File: src/rtl/layer3_pool_feeder.sv
// Buffers conv-layer words in a small FIFO and replays them to the pooling layer
// as fixed-length window bursts, pausing for a pooling handshake after each frame.
module layer3_pool_feeder #(
  parameter int bits          = 16,
  parameter int bits_shift    = 4,
  parameter int channel_num   = 16,
  parameter int pool_size     = 4,
  parameter int win_per_frame = 16,
  parameter int fifo_aw       = 4
) (
  input  logic                                 clk_in,
  input  logic                                 rst_n,
  input  logic [(channel_num<<bits_shift)-1:0] data_in,
  input  logic                                 in_valid,
  output logic                                 in_ready,
  output logic [(channel_num<<bits_shift)-1:0] data_out,
  output logic                                 start,
  input  logic                                 pool_ready,
  output logic                                 frame_done
);

  localparam int LANE_W = 1 << bits_shift;
  localparam int WORD_W = channel_num << bits_shift;
  localparam int DEPTH  = 1 << fifo_aw;
  localparam int BEAT_W = $clog2(pool_size + 1);
  localparam int WIN_W  = $clog2(win_per_frame + 1);

  localparam logic [fifo_aw:0]  POOL_CNT  = (fifo_aw + 1)'(pool_size);
  localparam logic [BEAT_W-1:0] LAST_BEAT = BEAT_W'(pool_size);
  localparam logic [WIN_W-1:0]  LAST_WIN  = WIN_W'(win_per_frame - 1);

  typedef enum logic [1:0] {IDLE, BURST, GAP, WAIT_DONE} state_t;

  logic [WORD_W-1:0]  r_mem [DEPTH];
  logic [fifo_aw-1:0] r_wptr;
  logic [fifo_aw-1:0] r_rptr;
  logic [fifo_aw:0]   r_count;
  state_t             r_state;
  logic [BEAT_W-1:0]  r_beat;
  logic [WIN_W-1:0]   r_win;
  logic [WORD_W-1:0]  r_data_out;
  logic               r_start;
  logic               r_frame_done;

  logic               w_push;
  logic               w_pop;
  state_t             w_state_nxt;
  logic               w_start_nxt;
  logic               w_done_nxt;
  logic [BEAT_W-1:0]  w_beat_nxt;
  logic [WIN_W-1:0]   w_win_nxt;
  logic [WORD_W-1:0]  w_head;

  // count never exceeds DEPTH, so its MSB alone means "full".
  assign in_ready   = ~r_count[fifo_aw];
  assign w_push     = in_valid & in_ready;
  assign data_out   = r_data_out;
  assign start      = r_start;
  assign frame_done = r_frame_done;

  // Head word assembled lane by lane: sample field and any lane padding pass untouched.
  for (genvar i = 0; i < channel_num; i++) begin : g_lane
    assign w_head[i*LANE_W +: bits] = r_mem[r_rptr][i*LANE_W +: bits];
    if (bits < LANE_W) begin : g_pad
      assign w_head[i*LANE_W+bits +: LANE_W-bits] = r_mem[r_rptr][i*LANE_W+bits +: LANE_W-bits];
    end
  end

  // NOTE: the storage array has no reset; only pointers and count define what is valid.
  always_ff @(posedge clk_in) begin
    if (w_push) r_mem[r_wptr] <= data_in;
  end

  // NOTE: every register below uses <= so all of them see pre-edge values of each other.
  always_ff @(posedge clk_in or negedge rst_n) begin
    if (!rst_n) begin
      r_wptr  <= '0;
      r_rptr  <= '0;
      r_count <= '0;
    end else begin
      if (w_push) r_wptr <= r_wptr + 1'b1;
      if (w_pop)  r_rptr <= r_rptr + 1'b1;
      unique case ({w_push, w_pop})
        2'b10:   r_count <= r_count + 1'b1;
        2'b01:   r_count <= r_count - 1'b1;
        default: r_count <= r_count;
      endcase
    end
  end

  always_ff @(posedge clk_in or negedge rst_n) begin
    if (!rst_n) begin
      r_state      <= IDLE;
      r_beat       <= '0;
      r_win        <= '0;
      r_data_out   <= '0;
      r_start      <= 1'b0;
      r_frame_done <= 1'b0;
    end else begin
      r_state      <= w_state_nxt;
      r_beat       <= w_beat_nxt;
      r_win        <= w_win_nxt;
      r_start      <= w_start_nxt;
      r_frame_done <= w_done_nxt;
      if (w_pop) r_data_out <= w_head;
    end
  end

  // NOTE: defaults first so no path through the case leaves a signal unassigned (no latches).
  always_comb begin
    w_state_nxt = r_state;
    w_pop       = 1'b0;
    w_start_nxt = 1'b0;
    w_done_nxt  = 1'b0;
    w_beat_nxt  = r_beat;
    w_win_nxt   = r_win;
    unique case (r_state)
      IDLE, GAP: begin
        if (r_count >= POOL_CNT) begin
          w_state_nxt = BURST;
          w_pop       = 1'b1;
          w_start_nxt = 1'b1;
          w_beat_nxt  = BEAT_W'(1);
        end
      end
      BURST: begin
        if (r_beat != LAST_BEAT) begin
          w_pop       = 1'b1;
          w_start_nxt = 1'b1;
          w_beat_nxt  = r_beat + 1'b1;
        end else begin
          w_beat_nxt = '0;
          if (r_win == LAST_WIN) begin
            w_win_nxt   = '0;
            w_state_nxt = WAIT_DONE;
          end else begin
            w_win_nxt   = r_win + 1'b1;
            w_state_nxt = GAP;
          end
        end
      end
      WAIT_DONE: begin
        if (pool_ready) begin
          w_done_nxt  = 1'b1;
          w_state_nxt = IDLE;
        end
      end
      default: w_state_nxt = IDLE;
    endcase
  end

endmodule
File: config.mk
export PLATFORM = sky130hd
export DESIGN_NAME = layer3_pool_feeder
export DESIGN_NICKNAME = d
export VERILOG_FILES = /design/src/rtl/layer3_pool_feeder.sv
export SDC_FILE = /design/constraint.sdc
export NUM_CORES = 2
export LEC_CHECK = 0
export CORE_UTILIZATION = 30
export DETAILED_ROUTE_END_ITERATION = 8
export PLACE_DENSITY = 0.43
export SLEW_MARGIN = 20
export SYNTH_ARGS = -nofsm -noshare
export SYNTH_HDL_FRONTEND = slang
export SYNTH_SLANG_ARGS = --single-unit
File: constraint.sdc
create_clock -name clk_in -period 24.1 [get_ports clk_in]
set_input_delay 4.82 -clock clk_in [delete_from_list [all_inputs] [get_ports clk_in]]
set_output_delay 4.82 -clock clk_in [all_outputs]
set_load 0.02 [all_outputs]
==> metrics.yaml <==
slowest_stage: "buf_4"
cts-resized-gates: 0
cts_num_sinks: 4377
synth_edf_count: 4096
min_period_ns: 9.30
tns_ns: 0
rsz0062_at_grt: "no"
hold_path_end: "r_win[4]"
report.final.slew_viol_count: 0
drt_pass1_iterations: 7
worstPathCellList: "clkdlybuf4s50_1, nor2b_1, buf_4, nand2_1, nor2_4, buf_4, buf_4, buf_4, buf_4"
cp_top_family: "buffers and inverters"
routabilityCongestion: 0.707
cp-end-kind: "flop"
yosysSeqAreaShare_pct: 79.6
fp.dieH_um: 740
hp-class: "flop to flop"
netSwitchingPower_mw: 7.29
finalCritPeriodShare_pct: 38.6
cts_tree: "yes"
power_frac_comb_pct: 28.7
htree_levels: 5
setup_viol: 0
crit_type: "input pin to flop"
ff2ff_path_depth: 8
post-route-drc-count: 0
setup_slack_ns: 14.80
clock_path_buffers: 4
ys_ff_latch: 4377
internal-power_mw: 16.0
drt-total-wl_um: 448000
max_cap_viol_count: 0
hold_viol: 0
ctsHoldBuffers: 0
die_w_um: 740
reg2reg_to: "r_mem[15][45]"
start_util_pct: 30.2
drt_iter0_drc: 5875
grt_max_degree: 137
antenna_left: 0
skew_ns: 0.103
critPathMaxFanout: 40
grt_pass1_vias: 80538
r2r-start: "r_count[4]"
synth_area_leaders: "edfxtp_1, mux4_2, dfrtp_1, o22ai_1, mux2_2"
timing.fmax_mhz: 107
io-pin-count: 519
numCtsBuffers: 472
final_nets: 7980
synthCells: 6944
synthesis.nets: 7217
multiInputGateArea_um2: 31300
power_density_nw_per_um2: 121
mostFrequentLayoutCell: "edfxtp_1"
maxSlewHeadroom_pct: 21.5
fillers: 49722
r2r_slack_ns: 18.73
area_delta_synth_final_pct: 17.9
grt_pass1_wl_um: 629000
grt_antenna_before_repair: 77
ys_types: 37
gr-usage-all-layers_pct: 16.0
outcome: "completed"
vdd_drop_max_v: 0.0000904
die_area_um2: 548000
yosys_most_used_dff: "edfxtp_1"
crit_path_max_incr_delay_ns: 0.75
hpwl_um: 248000
min_path_cells: 1
leakage_nw: 59.4
power_mw: 23.3
layout-drive-gt1-share_pct: 26.6
yosys.area.top_type: "edfxtp_1"
utilization_pct: 35.6
yosys_warnings: 0
vias: 75346
cts.reportedPaths.clkPinSlew_ns: 0.05
worstHoldStart: "r_win[4]"
power_frac_seq_pct: 40.7
numPortBuffers: 518
cp_data_arrival_time_ns: 9.93
pre_cts_slack_ns: 13.65
cp_common_cell: "buf_4"
coreArea_um2: 542000
avgSynthCellArea_um2: 23.5
critPathRequiredTime_ns: 24.72
placementRows: 270
ff_latch_area_um2: 130000
mostFrequentLayoutCells: "edfxtp_1, mux4_2, clkdlybuf4s50_1"
synth_top_area_share_pct: 75.3
viasPerCell: 4.91
cts_root_buffer: "clkbuf_16"
path_buf_inv: 6
async_flop_share_pct: 6.42
worst_slew_pin_slew_ns: 1.18
switching_share_pct: 31.3
start_kind: "input pin"
overflow: 0
pwr-share-clk_pct: 30.7
syn-cell-area_um2: 163000
wl_per_cell_um: 29.2
clkLatencyLatePin_ns: 1.07
cts_setup_buffers: 0
-- layer usage --
layer	share of wire (%)	wire, µm	track usage [%]	vias to the layer above
li1	-	-	-	31458
met4	2.6	11800	4.30	12
met2	50	222000	27.0	1786
met1	43	193000	21.5	41474
met3	4.6	20700	2.53	616
met5	0.017	77	0	-
-- worst max-delay path by stage --
stage / start / to / slack, ns / cells past startpoint
6_report: in_valid / r_mem[15][45] / 14.80 / 9
5_1_grt: in_valid / r_mem[15][5] / 14.67 / 9
4_1_cts: in_valid / r_mem[15][45] / 14.78 / 9
3_5_place_dp: in_valid / r_mem[15][246] / 13.65 / 9
3_3_place_gp: in_valid / r_mem[15][246] / 13.69 / 9
2_1_floorplan: in_valid / r_mem[3][0] / 0.31 / 4
-- final cells by class --
| cell class | instances | share of cell area [%] |
|---|---|---|
| Antenna cell | 26 | 0.0338 |
| Clock buffer | 617 | 6.56 |
| Clock inverter | 276 | 1.45 |
| Inverter | 10 | 0.0195 |
| Multi-Input combinational cell | 2155 | 16.2 |
| Sequential cell | 4377 | 67.5 |
| Tap cell | 7208 | 4.68 |
| Timing Repair Buffer | 691 | 3.51 |
-- cell families (layout without fill, tap and decap cells) --
family / count (synthesis) / after routing / share of synthesized area, %
XOR/XNOR: 11 / 11 / 0.0590
flip-flops: 4377 / 4377 / 79.6
other: 0 / 26 / 0
multiplexers: 1282 / 1282 / 15.9
AO/OA/AOI/OAI: 788 / 788 / 2.82
adder cells (fa/ha/maj): 13 / 13 / 0.104
buffers and inverters: 412 / 1594 / 1.36
AND/OR/NAND/NOR: 61 / 61 / 0.178
-- synthesized netlist by cell type, types with 2 or more instances --
cell type and n:
xor2_1 3, nand2_1 19, ha_1 12, nand2b_1 5, xnor2_1 8, nand3_1 3
inv_1 10, nor2b_1 2, edfxtp_1 4096, mux4_2 1024, buf_1 24, buf_4 31
or2_2 3, dfrtp_1 281, buf_2 102, nor2_1 15, nor3_1 6, mux2_2 258
o22ai_1 512, buf_6 57, clkbuf_1 188, o21ai_0 8, nand4_1 3, a21oi_1 261
-- per-stage QoR --
step	hold slack [ns]	area, µm²	instances
2_1_floorplan	0.459	163000	6944
3_3_place_gp	0.475	177000	14437
3_5_place_dp	0.479	177000	14439
4_1_cts	0.490	193000	15332
5_1_grt	0.494	193000	15343
6_report	0.487	193000	15360
-- flip-flops by register name, summed over array words and instances, names as in the netlist --
signal,cells
r_beat,3
r_rptr,4
start,1
r_win,5
r_count,5
data_out,256
r_wptr,4
r_mem,4096
r_state,2
frame_done,1
-- power by group through the flow --
stage / Clock, mW / Sequential (mW) / Combinational [mW]
2_1_floorplan: 0 / 9.83 / 4.26
6_report: 7.15 / 9.48 / 6.68
4_1_cts: 7.35 / 9.54 / 6.89
3_3_place_gp: 0 / 9.67 / 6.86
5_1_grt: 7.62 / 9.54 / 7.20
3_5_place_dp: 0 / 9.69 / 6.87
Note: power is estimated with default switching activity, not from simulation.
